File: src/rtl/if_fetch_stage.sv
// Instruction-fetch stage: PC register, instruction-memory read sequencing and the IF/ID register.
// Optional misaligned-redirect trap is built when FETCH_MISALIGN_TRAP_EN is defined.
module if_fetch_stage #(
    parameter logic [31:0] RESET_PC  = 32'h0000_0000,
    parameter logic [31:0] NOP_INSTR = 32'h0000_0000
) (
    input  logic        clk,
    input  logic        rst,
    input  logic        stall_i,
    input  logic        redirect_i,
    input  logic [31:0] redirect_pc_i,
    output logic [31:0] pc_o,
    input  logic [31:0] pc_plus4_i,
    output logic        imem_req_o,
    output logic [31:0] imem_addr_o,
    input  logic [31:0] imem_rdata_i,
    input  logic        imem_rvalid_i,
    output logic        if_id_valid_o,
    output logic [31:0] if_id_pc_o,
    output logic [31:0] if_id_pc4_o,
`ifdef FETCH_MISALIGN_TRAP_EN
    output logic        if_id_misalign_o,
`endif
    output logic [31:0] if_id_instr_o
);

    // Memory handshake: a read is issued while imem_req_o is high and completes on the
    // cycle imem_rvalid_i is high (possibly the same cycle); req/addr never change meanwhile.
    typedef enum logic [2:0] {
        S_FETCH = 3'd0,
        S_HOLD  = 3'd1,
        S_DRAIN = 3'd2,
        S_TRAP  = 3'd3,
        S_IDLE  = 3'd4
    } state_t;

    state_t      state;
    state_t      state_next;

    logic [31:0] pc;
    logic [31:0] drain_addr;
    logic [31:0] hold_pc;
    logic [31:0] hold_pc4;
    logic [31:0] hold_instr;
    logic        ifid_valid;
    logic [31:0] ifid_pc;
    logic [31:0] ifid_pc4;
    logic [31:0] ifid_instr;

    logic [31:0] redirect_pc;
    logic        tgt_misaligned;
    logic        pc_misaligned;

    logic        pc_redirect;
    logic        pc_adv;
    logic        drain_capture;
    logic        hold_load;
    logic        ifid_flush;
    logic        ifid_load;
    logic        ifid_from_hold;
    logic        ifid_bubble;
    logic        trap_load;

`ifdef FETCH_MISALIGN_TRAP_EN
    logic        misalign;

    assign redirect_pc    = redirect_pc_i;
    assign tgt_misaligned = (redirect_pc_i[1:0] != 2'b00);
    assign pc_misaligned  = (pc[1:0] != 2'b00);
`else
    // Without the trap, the low address bits of a redirect are simply ignored.
    assign redirect_pc    = redirect_pc_i & ~32'd3;
    assign tgt_misaligned = 1'b0;
    assign pc_misaligned  = 1'b0;
`endif

    always_ff @(posedge clk) begin : state_register
        if (rst) begin
            state <= S_FETCH;
        end else begin
            state <= state_next;
        end
    end

    always_comb begin : next_state_logic
        state_next = state;
        if (redirect_i) begin
            case (state)
                S_FETCH: begin
                    if (!imem_rvalid_i) begin
                        state_next = S_DRAIN;
                    end else begin
                        state_next = tgt_misaligned ? S_TRAP : S_FETCH;
                    end
                end
                S_DRAIN: state_next = S_DRAIN;
                default: state_next = tgt_misaligned ? S_TRAP : S_FETCH;
            endcase
        end else begin
            case (state)
                S_FETCH: begin
                    if (imem_rvalid_i && stall_i) begin
                        state_next = S_HOLD;
                    end
                end
                S_HOLD: begin
                    if (!stall_i) begin
                        state_next = S_FETCH;
                    end
                end
                S_DRAIN: begin
                    if (imem_rvalid_i) begin
                        state_next = pc_misaligned ? S_TRAP : S_FETCH;
                    end
                end
                S_TRAP: begin
                    if (!stall_i) begin
                        state_next = S_IDLE;
                    end
                end
                S_IDLE:  state_next = S_IDLE;
                default: state_next = S_FETCH;
            endcase
        end
    end

    always_comb begin : output_logic
        imem_req_o     = 1'b0;
        imem_addr_o    = {pc[31:2], 2'b00};
        pc_redirect    = 1'b0;
        pc_adv         = 1'b0;
        drain_capture  = 1'b0;
        hold_load      = 1'b0;
        ifid_flush     = 1'b0;
        ifid_load      = 1'b0;
        ifid_from_hold = 1'b0;
        ifid_bubble    = 1'b0;
        trap_load      = 1'b0;

        case (state)
            S_FETCH: imem_req_o = !rst;
            S_DRAIN: begin
                imem_req_o  = !rst;
                imem_addr_o = drain_addr;
            end
            default: ;
        endcase

        if (redirect_i) begin
            pc_redirect = 1'b1;
            ifid_flush  = 1'b1;
            // An abandoned read still has to be completed at its original address.
            if (state == S_FETCH && !imem_rvalid_i) begin
                drain_capture = 1'b1;
            end
        end else begin
            case (state)
                S_FETCH: begin
                    if (imem_rvalid_i) begin
                        pc_adv = 1'b1;
                        if (stall_i) begin
                            hold_load = 1'b1;
                        end else begin
                            ifid_load = 1'b1;
                        end
                    end else if (!stall_i) begin
                        ifid_bubble = 1'b1;
                    end
                end
                S_HOLD:  ifid_from_hold = !stall_i;
                S_TRAP:  trap_load      = !stall_i;
                default: ;
            endcase
        end
    end

    always_ff @(posedge clk) begin : pc_and_buffers
        if (rst) begin
            pc         <= RESET_PC;
            drain_addr <= 32'h0000_0000;
            hold_pc    <= 32'h0000_0000;
            hold_pc4   <= 32'h0000_0000;
            hold_instr <= NOP_INSTR;
        end else begin
            if (pc_redirect) begin
                pc <= redirect_pc;
            end else if (pc_adv) begin
                pc <= pc_plus4_i;
            end
            if (drain_capture) begin
                drain_addr <= {pc[31:2], 2'b00};
            end
            if (hold_load) begin
                hold_pc    <= pc;
                hold_pc4   <= pc_plus4_i;
                hold_instr <= imem_rdata_i;
            end
        end
    end

    always_ff @(posedge clk) begin : if_id_register
        if (rst) begin
            ifid_valid <= 1'b0;
            ifid_pc    <= 32'h0000_0000;
            ifid_pc4   <= 32'h0000_0000;
            ifid_instr <= NOP_INSTR;
        end else if (ifid_flush) begin
            ifid_valid <= 1'b0;
            ifid_pc    <= 32'h0000_0000;
            ifid_pc4   <= 32'h0000_0000;
            ifid_instr <= NOP_INSTR;
        end else if (ifid_load) begin
            ifid_valid <= 1'b1;
            ifid_pc    <= pc;
            ifid_pc4   <= pc_plus4_i;
            ifid_instr <= imem_rdata_i;
        end else if (ifid_from_hold) begin
            ifid_valid <= 1'b1;
            ifid_pc    <= hold_pc;
            ifid_pc4   <= hold_pc4;
            ifid_instr <= hold_instr;
        end else if (trap_load) begin
            ifid_valid <= 1'b1;
            ifid_pc    <= pc;
            ifid_pc4   <= pc_plus4_i;
            ifid_instr <= NOP_INSTR;
        end else if (ifid_bubble) begin
            ifid_valid <= 1'b0;
        end
    end

`ifdef FETCH_MISALIGN_TRAP_EN
    always_ff @(posedge clk) begin : misalign_flag
        if (rst) begin
            misalign <= 1'b0;
        end else if (ifid_flush || ifid_load || ifid_from_hold) begin
            misalign <= 1'b0;
        end else if (trap_load) begin
            misalign <= 1'b1;
        end
    end

    assign if_id_misalign_o = misalign;
`endif

    assign pc_o          = pc;
    assign if_id_valid_o = ifid_valid;
    assign if_id_pc_o    = ifid_pc;
    assign if_id_pc4_o   = ifid_pc4;
    assign if_id_instr_o = ifid_valid ? ifid_instr : NOP_INSTR;

endmodule

File: config.mk
export PLATFORM = sky130hd
export DESIGN_NAME = if_fetch_stage
export DESIGN_NICKNAME = d
export VERILOG_FILES = /design/src/rtl/if_fetch_stage.sv
export SDC_FILE = /design/constraint.sdc
export NUM_CORES = 1
export LEC_CHECK = 0
export CAP_MARGIN = 20
export CORE_ASPECT_RATIO = 1.5
export CORE_MARGIN = 1
export CORE_UTILIZATION = 40
export CTS_BUF_LIST = sky130_fd_sc_hd__clkbuf_8
export CTS_CLUSTER_DIAMETER = 80
export DETAILED_ROUTE_END_ITERATION = 8
export GPL_TIMING_DRIVEN = 0
export HOLD_SLACK_MARGIN = 0.12
export PLACE_DENSITY_LB_ADDON = 0.15
export SLEW_MARGIN = 20
export SYNTH_ARGS = -nofsm -noshare
export SYNTH_HDL_FRONTEND = slang
export SYNTH_SLANG_ARGS = --single-unit
File: constraint.sdc
create_clock -name clk -period 4.05 [get_ports clk]
set_input_delay 0.81 -clock clk [delete_from_list [all_inputs] [get_ports clk]]
set_output_delay 0.81 -clock clk [all_outputs]
set_load 0.05 [all_outputs]
==> results of run 1 <==
-- final cells by class --
class / count / area (µm²) / share of cell area [%]
well taps: 333 / 416.7 / 2.910
multi-input cells: 951 / 4862 / 33.96
repair buffers: 256 / 2562 / 17.90
flip-flops and latches: 258 / 5165 / 36.08
clock buffers: 50 / 688.2 / 4.807
plain buffers: 122 / 546.8 / 3.819
inverters: 2 / 7.507 / 0.05244
clock inverters: 17 / 67.56 / 0.4719
-- final timing paths --
kind / start / end / slack (ps) / depth (start not counted)
worst max-delay path: state[1]$_SDFFE_PP0P_ / imem_addr_o[26] / 120 / 5
worst min-delay path: hold_pc[15]$_SDFFE_PP0P_ / if_id_pc_o[15]$_SDFFE_PP0P_ / 440 / 2
worst max register to register: state[1]$_SDFFE_PP0P_ / if_id_pc4_o[15]$_SDFFE_PP0P_ / 1520 / 8
worst min register to register: hold_pc[15]$_SDFFE_PP0P_ / if_id_pc_o[15]$_SDFFE_PP0P_ / 440 / 2
-- metrics by stage --
stage          hold slack (ps)  util, %  std cells  power (mW)  cell area [µm²]
4_1_cts                  445.4    55.37       1989       5.736            14320
3_5_place_dp             446.4    52.43       1922       3.642            13560
6_report                 435.9    55.37       1989       5.708            14320
2_1_floorplan            432.9        -       1333       3.256            10580
3_3_place_gp             438.3    52.43       1922       3.635            13560
5_1_grt                  468.5    55.37       1989       5.916            14320
-- flip-flops by register name, summed over array words and instances (netlist names) --
register and count:
if_id_valid_o 1, hold_pc4 32, hold_pc 32, state 3, drain_addr 30, hold_instr 32, if_id_pc_o 32, if_id_pc4_o 32
ifid_instr 32, pc_o 32
-- power groups by stage --
stage	Clock [mW]	Combinational, mW	Sequential, mW
2_1_floorplan	0	0.395	2.86
3_3_place_gp	0	0.882	2.75
3_5_place_dp	0	0.887	2.76
4_1_cts	2.14	0.891	2.70
5_1_grt	2.27	0.940	2.71
6_report	2.12	0.890	2.70
-- what timing repair did --
item                                    CTS  global route
endpoints found under the setup margin   30             0
hold endpoints to repair                  0             0
gates resized for setup                   3             0
-- logic make-up (layout without fill, tap and decap cells) --
group                    count (synthesis)  count (layout)  synth area share, %
multiplexers                            30              30                3.195
AND/OR/NAND/NOR                        532             532                22.03
buffers and inverters                  124             447                5.207
adder cells (fa/ha/maj)                  1               1              0.09467
flip-flops                             258             258                48.85
other                                    1               2              0.03546
AO/OA/AOI/OAI                          386             386                20.59
-- placed cells by master, fill, tap and decap left out, types with 32 or more instances in the layout --
cell type	n
nor2b_1	32
and2_1	63
a21oi_1	161
o21ai_0	96
clkdlybuf4s50_1	256
nand2_1	386
nor3_1	34
dfxtp_1	258
clkbuf_8	50
a31oi_1	64
clkbuf_1	89
-- per-layer routing --
| metal | routed length [µm] | track usage (%) | up-vias |
|---|---|---|---|
| li1 | - | - | 5117 |
| met1 | 14320 | 30.55 | 5003 |
| met2 | 18400 | 46.74 | 374 |
| met3 | 2069 | 3.905 | 97 |
| met4 | 1650 | 13.08 | 0 |
| met5 | 0 | 0 | - |
-- worst max-delay path: stages (launching register included) --
cell and delay [ps]:
dfxtp_1 350, clkbuf_1 340, nor3b_1 370, clkbuf_2 390, mux2_2 410, clkdlybuf4s50_1 700
==> reports/qor.txt, run 1 <==
Layout area overhead = 35.39%
Tightest Pin Transition = 1010 ps
CP max FO = 10
Setup CP Type = reg -> out
DIE WIDTH = 134.8 µm
Synth warnings = 0
Hold Path Class = reg -> reg
switching pwr = 1.659 mW
Gate power share = 15.6%
Post-Syn Area = 10570 µm²
proportion of layout cells with a drive suffix above 1 = 6.944%
Mean Syn Cell Area = 7.938 µm²
RSZ-0062 raised after global routing = no
Setup TNS = 0 ps
Die Ht = 201.1 µm
Synth Flop Type = dfxtp_1
count of different cell masters after synthesis = 33
cell taking the most area after synthesis = dfxtp_1
Num CTS Buffers = 41
first-pass GRT wire length = 55500 µm
Yosys reg bits = 258
DRT iter0 DRCs = 501
Critical Path RT = 3240 ps
top cell type's share of synthesized area = 48.85%
status = finished, final reports clean
setup ws final = 120.9 ps
Layout Nets = 1733
CP Launch Type = register
final-report setup violation count = 0
Initial Util = 40.90%
CTS sink count = 258
Max Clk Rate = 254.5 MHz
# diodes = 0
largest net degree at the start of global routing = 11
MaxCap Viol Count = 0
Internal = 4.049 mW
register area share after synthesis = 48.85%
via count = 10590
vias in the first global route = 10260
largest cells by area after synthesis = dfxtp_1, nand2_1, a21oi_1, o21ai_0, a31oi_1
Tmin final = 3929 ps
row count = 72
final hold violations = 0
Clock Skew = 35.65 ps
DR pass1 iterations = 7
CTS tree = built
Wirelength per Cell = 18.32 µm
DIE AREA = 27100 µm²
DRC = 0
H-tree depth = 2
Clk pwr share = 37.1%
peak supply drop = 0.2908 mV
Post-CTS Hold Buffers = 0
Worst-Skew Late Latency = 560 ps
DP Worst Slack = 522.5 ps
Leak = 5.066 nW
post-route ant nets = 0
postcts setup bufs = 0
Final Max Slew Viols = 0
Detail Placement HPWL = 26530 µm
vias per cell = 5.325
fin crit share = 97.02%
Setup crit end kind = output port
Switching Share = 29.07%
Synth top cells by count = nand2_1, dfxtp_1, a21oi_1, o21ai_0, clkbuf_1
core area = 25850 µm²
clk slew on worst S/H paths = 70 ps
root buf cell = clkbuf_8
number of I/O port buffers = 256
initial antenna violation count = 0
WL final = 36440 µm
GRT Util Overall = 26.40%
share of power burned in registers = 47.3%
I/O Pins = 263
GRT overflow = 0
Mapped Cells = 1332
gpl congestion = 0.8454
# fillers = 2483
Longest Clk Path Bufs = 3
relative slew slack = 32.07%
PD cells = 398.7 nW/µm²
Post-synth EDFFs = 0
most common cell in the netlist = nand2_1
Worst Path Arrival = 3120 ps
ys async rst share = 0%
No activity file was read; power rests on OpenSTA's default activity.
==> run 2: changes to the inputs <==
--- a/config.mk
+++ b/config.mk
@@ -5,6 +5,7 @@
 export SDC_FILE = /design/constraint.sdc
 export NUM_CORES = 1
 export LEC_CHECK = 0
+export ABC_AREA = 1
 export CAP_MARGIN = 20
 export CORE_ASPECT_RATIO = 1.5
 export CORE_MARGIN = 1
@@ -15,7 +16,7 @@
 export GPL_TIMING_DRIVEN = 0
 export HOLD_SLACK_MARGIN = 0.12
 export PLACE_DENSITY_LB_ADDON = 0.15
-export SLEW_MARGIN = 20
+export RECOVER_POWER = 25
 export SYNTH_ARGS = -nofsm -noshare
 export SYNTH_HDL_FRONTEND = slang
 export SYNTH_SLANG_ARGS = --single-unit
==> run 2 against run 1 <==
Compared with the run above: first-iteration DRC count rose by 47%; count of clock-buffer cells in the layout rose by 6; utilization fell by 2.1 points; sequential cell count did not move; critical path depth rose by 1; total power rose by 8.0%; die area rose by 21%; sequential share of layout area fell by 5.0 points; synthesized area rose by 21%; cell count rose by 44%; clock power rose by 8%; critical path type unchanged.
==> reports/qor.txt, run 2 <==
status = finished, final reports clean
Initial Util = 40.90%
Tmin final = 3773 ps
RR Endpoint = hold_pc4[25]$_SDFFE_PP0P_
PD cells = 370.2 nW/µm²
RSZ-0062 raised after global routing = no
vias per cell = 4.661
Num CTS Buffers = 42
DIE AREA = 32670 µm²
Leak = 8.177 nW
Longest Clk Path Bufs = 3
GRT Util Overall = 27.22%
Final Max Slew Viols = 0
via count = 13360
commonest non-fill, non-tap cell in the layout = nand2_1
most common cell in the netlist = nand2_1
WHS = 464.7 ps
Worst Path Arrival = 2960 ps
DRT iter0 DRCs = 738
first-pass GRT wire length = 68910 µm
Detail Placement HPWL = 33890 µm
Post-CTS Hold Buffers = 0
DR pass1 iterations = 6
final hold violations = 0
fin util = 53.29%
commonest cells after routing, fill and taps aside = nand2_1, nor2_1, inv_1, dfxtp_1, clkdlybuf4s50_1
CP max FO = 10
Critical Path RT = 3240 ps
vias in the first global route = 12870
Synth Flop Type = dfxtp_1
MaxCap Viol Count = 0
Layout area overhead = 30.28%
CP Launch Type = register
CTS sink count = 258
Tightest Pin Transition = 850.5 ps
Max Clk Rate = 265.1 MHz
Post-synth EDFFs = 0
DIE WIDTH = 147.9 µm
clk slew on worst S/H paths = 60 ps
root buf cell = clkbuf_8
largest net degree at the start of global routing = 11
register area share after synthesis = 40.43%
Yosys reg bits = 258
Post-Syn Area = 12780 µm²
cell taking the most area after synthesis = dfxtp_1
Die Ht = 220.9 µm
top cell type's share of synthesized area = 40.43%
Setup TNS = 0 ps
postcts setup bufs = 0
CTS resizes = 0
Layout Nets = 2533
WL final = 43930 µm
final-report setup violation count = 0
Slowest-stage cell, CP = clkdlybuf4s50_1
worst hold start = drain_addr[11]$_SDFFE_PP0P_
CTS tree = built
core area = 31240 µm²
GRT overflow = 0
Mapped Cells = 2131
Worst R2R Path Depth = 9
DRC = 0
number of I/O port buffers = 255
largest cells by area after synthesis = dfxtp_1, nand2_1, nor2_1, inv_1, nand3_1
WHS Endpoint = drain_addr[11]$_SDFFE_PP0P_
ys async rst share = 0%
Clock Skew = 19.60 ps
R2R setup slack = 1460 ps
proportion of layout cells with a drive suffix above 1 = 4.917%
Setup CP Type = reg -> out
# diodes = 0
I/O Pins = 263
Mean Syn Cell Area = 5.995 µm²
gpl congestion = 0.9634
count of different cell masters after synthesis = 22
Hold Path Class = reg -> reg
post-route ant nets = 0
Wirelength per Cell = 15.33 µm
fin crit share = 93.16%
WHS Path Cells = 2
worst-path cell chain = nor2_1, nand2_1, clkbuf_1, nor2_1, a21oi_1, clkdlybuf4s50_1
relative slew slack = 43.30%
Worst-Skew Late Latency = 570 ps
Synth top cells by count = nand2_1, nor2_1, inv_1, dfxtp_1, nand3_1
H-tree depth = 2
Most Frequent Cell on Critical Path = nor2_1
row count = 79
Setup crit end kind = output port
Synth warnings = 0
peak supply drop = 0.2425 mV
worst stage delay on the critical path = 860 ps
Reg2Reg Launch Point = state[1]$_SDFFE_PP0P_
initial antenna violation count = 1
run 2: layer usage:
metal / routed length (µm) / vias up / global-route usage, %
met5: 11 / - / 0
met4: 2939 / 2 / 16.69
met3: 2691 / 144 / 3.814
met2: 21430 / 489 / 48.33
met1: 16850 / 5760 / 30.39
li1: - / 6962 / -
run 2: power breakdown:
part / leakage (nW) / internal [mW] / total (mW) / switching (mW)
registers: 2.10 / 2.64 / 2.73 / 0.0870
clock network: 0.485 / 1.23 / 2.28 / 1.06
logic: 5.59 / 0.377 / 1.15 / 0.774
total: 8.18 / 4.24 / 6.16 / 1.92
run 2: through the flow:
| stage | instance area (µm²) | power, mW | worst slack (ps) | cells |
|---|---|---|---|---|
| 6_report | 16640 | 6.162 | 277.2 | 2866 |
| 5_1_grt | 16640 | 6.416 | 84.36 | 2866 |
| 4_1_cts | 16690 | 6.204 | 235.5 | 2866 |
| 3_5_place_dp | 15850 | 3.931 | 845.1 | 2793 |
| 3_3_place_gp | 15840 | 3.922 | 838.1 | 2792 |
| 2_1_floorplan | 12780 | 3.472 | 1192 | 2132 |
run 2: how the worst max path moves through the flow:
stage	startpoint	cells after the start	to	slack (ps)
floorplan	rst	2	imem_req_o	1190
global placement	rst	6	if_id_pc_o[27]$_SDFFE_PP0P_	840
CTS	state[0]$_SDFFE_PP0P_	6	imem_addr_o[2]	240
detailed placement	state[0]$_SDFFE_PP0P_	6	imem_addr_o[2]	850
finish	state[2]$_SDFFE_PP0P_	6	imem_addr_o[2]	280
global route	state[2]$_SDFFE_PP0P_	6	imem_addr_o[2]	80
run 2: final cells by class:
cell class	count	area, µm²
plain buffers	144	635.6
inverters	289	1085
well taps	405	506.7
multi-input cells	1441	5856
repair buffers	256	2556
fillers	3291	14590
clock inverters	17	70.07
clock buffers	56	770.7
flip-flops and latches	258	5165
run 2: kinds of logic after synthesis:
family                 Yosys count  synth area share [%]
other                            1               0.02935
flip-flops                     258                 40.43
AND/OR/NAND/NOR               1369                 43.19
buffers and inverters          433                 13.59
AO/OA/AOI/OAI                   70                 2.762
run 2: worst max-delay path: cells and delay by family (launching register included):
family                 cells  cell delay [ps]
AND/OR/NAND/NOR            3              350
AO/OA/AOI/OAI              1              280
flip-flops                 1              430
buffers and inverters      2             1330
==> run 3: changes to the inputs <==
--- a/config.mk
+++ b/config.mk
@@ -7,13 +7,14 @@
 export LEC_CHECK = 0
 export ABC_AREA = 1
 export CAP_MARGIN = 20
+export CELL_PAD_IN_SITES_DETAIL_PLACEMENT = 1
+export CELL_PAD_IN_SITES_GLOBAL_PLACEMENT = 1
 export CORE_ASPECT_RATIO = 1.5
 export CORE_MARGIN = 1
-export CORE_UTILIZATION = 40
+export CORE_UTILIZATION = 39
 export CTS_BUF_LIST = sky130_fd_sc_hd__clkbuf_8
 export CTS_CLUSTER_DIAMETER = 80
 export DETAILED_ROUTE_END_ITERATION = 8
-export GPL_TIMING_DRIVEN = 0
 export HOLD_SLACK_MARGIN = 0.12
 export PLACE_DENSITY_LB_ADDON = 0.15
 export RECOVER_POWER = 25
==> run 3 against run 2 <==
Compared with the run above: the flow now finishes with violations (max-capacitance violations, max-slew violations); maximum frequency barely moved; total power rose by 2.1%; routed wire length rose by 6.5%; clock skew rose by 7.3 ps; clock power rose by 6%; hold slack improved by 5.4 ps; largest power group unchanged; highest routed layer unchanged.
==> reports/qor.txt, run 3 (same netlist as run 2, synthesis figures left out) <==
status = complete, but fails checks
failing checks = max-capacitance violations, max-slew violations
DRC = 0
Final Max Slew Viols = 127
Post-CTS Hold Buffers = 0
postcts setup bufs = 0
Tightest Pin Transition = 2244 ps
proportion of layout cells with a drive suffix above 1 = 4.468%
row count = 80
via count = 13790
setup ws final = 277.9 ps
DP Worst Slack = 754.3 ps
# fillers = 4367
Num CTS Buffers = 43
vias in the first global route = 14020
relative slew slack = -50.14%
CTS resizes = 0
Leak = 8.068 nW
WL final = 46790 µm
Die Ht = 223.7 µm
clk slew on worst S/H paths = 70 ps
DR pass1 iterations = 4
Wirelength per Cell = 16.95 µm
Longest Clk Path Bufs = 3
Critical Path RT = 3240 ps
WHS = 470.1 ps
initial antenna violation count = 2
Setup CP Type = reg -> out
worst-path cell chain = nor2_1, nand2_2, buf_4, nor2_1, a21oi_1, clkdlybuf4s50_1
peak supply drop = 0.1870 mV
DIE WIDTH = 149.8 µm
DIE AREA = 33500 µm²
number of I/O port buffers = 258
Layout Nets = 2423
worst stage delay on the critical path = 880 ps
final-report setup violation count = 0
core area = 32030 µm²
first-pass GRT wire length = 73460 µm
CTS tree = built
I/O Pins = 263
largest net degree at the start of global routing = 133
Worst-Skew Late Latency = 590 ps
Detail Placement HPWL = 31070 µm
commonest non-fill, non-tap cell in the layout = nand2_1
MaxCap Viol Count = 2
CP max FO = 28
H-tree depth = 2
Worst Path Arrival = 2960 ps
Most Frequent Cell on Critical Path = nor2_1
vias per cell = 4.995
Hold Path Class = reg -> reg
GRT overflow = 0
root buf cell = clkbuf_8
Tmin final = 3772 ps
gpl congestion = 0.9408
Max Clk Rate = 265.1 MHz
Setup TNS = 0 ps
Clock Skew = 26.94 ps
RSZ-0062 raised after global routing = no
Layout area overhead = 28.53%
PD cells = 383.3 nW/µm²
CP Launch Type = register
DRT iter0 DRCs = 492
CTS sink count = 258
post-route ant nets = 0
commonest cells after routing, fill and taps aside = nand2_1, nor2_1, inv_1, dfxtp_1, clkdlybuf4s50_1
Slowest-stage cell, CP = clkdlybuf4s50_1
fin crit share = 93.14%
Setup crit end kind = output port
final hold violations = 0
GRT Util Overall = 28.05%
Initial Util = 39.89%
[run 3: changes by cell type in the layout (fill, tap and decap cells not counted), moves of 3 or more]
| cell | delta |
|---|---|
| buf_2 | -44 |
| clkbuf_1 | -76 |
| nor2_4 | +3 |
| buf_12 | +7 |
| buf_4 | +13 |
| buf_1 | -13 |
| nand2_1 | -4 |
[run 3: report_power, final]
| group | switching [mW] | leakage [nW] | internal [mW] |
|---|---|---|---|
| combinational | 0.784 | 5.47 | 0.377 |
| sequential | 0.0835 | 2.10 | 2.64 |
| clock | 1.10 | 0.501 | 1.31 |
| total | 1.97 | 8.07 | 4.33 |
[run 3: path summary, 6_finish.rpt]
check	start	cells after the start	end	slack, ps
worst max register to register	state[1]$_SDFFE_PP0P_	7	hold_instr[3]$_SDFFE_PP0P_	720
worst min register to register	drain_addr[20]$_SDFFE_PP0P_	2	drain_addr[20]$_SDFFE_PP0P_	470
worst min-delay path	drain_addr[20]$_SDFFE_PP0P_	2	drain_addr[20]$_SDFFE_PP0P_	470
worst max-delay path	state[2]$_SDFFE_PP0P_	6	imem_addr_o[25]	280
[run 3: final cells by class]
cell class | instances | area, µm² | share of cell area, %
diodes | 1 | 2.502 | 0.01524
well taps | 410 | 513.0 | 3.124
inverters | 289 | 1087 | 6.621
multi-input cells | 1441 | 5893 | 35.89
repair buffers | 289 | 2887 | 17.58
flip-flops and latches | 258 | 5165 | 31.45
clock buffers | 57 | 784.5 | 4.778
clock inverters | 16 | 88.84 | 0.5410
[run 3: routing by layer]
| layer | vias to the layer above | global-route usage [%] | wire, µm |
|---|---|---|---|
| li1 | 6736 | - | - |
| met5 | - | 0 | 10 |
| met2 | 367 | 50.04 | 23150 |
| met3 | 133 | 4.847 | 2485 |
| met4 | 2 | 17.17 | 2825 |
| met1 | 6554 | 30.42 | 18320 |
[run 3: critical path: cells and delay by family (launching register included)]
kind	cells	cell delay, ps
DFF	1	440
buffers and inverters	2	1240
and+or+nand+nor	3	410
AOI/OAI and AO/OA	1	300
[run 3: metrics by stage]
| stage | utilization [%] | power [mW] | area (µm²) | cells |
|---|---|---|---|---|
| after floorplan | - | 3.472 | 12780 | 2132 |
| after global placement | 48.68 | 3.908 | 15590 | 2687 |
| after detailed placement | 48.68 | 3.939 | 15590 | 2687 |
| after CTS | 51.40 | 6.356 | 16460 | 2760 |
| after global routing | 51.27 | 6.563 | 16420 | 2761 |
| final | 51.27 | 6.294 | 16420 | 2761 |
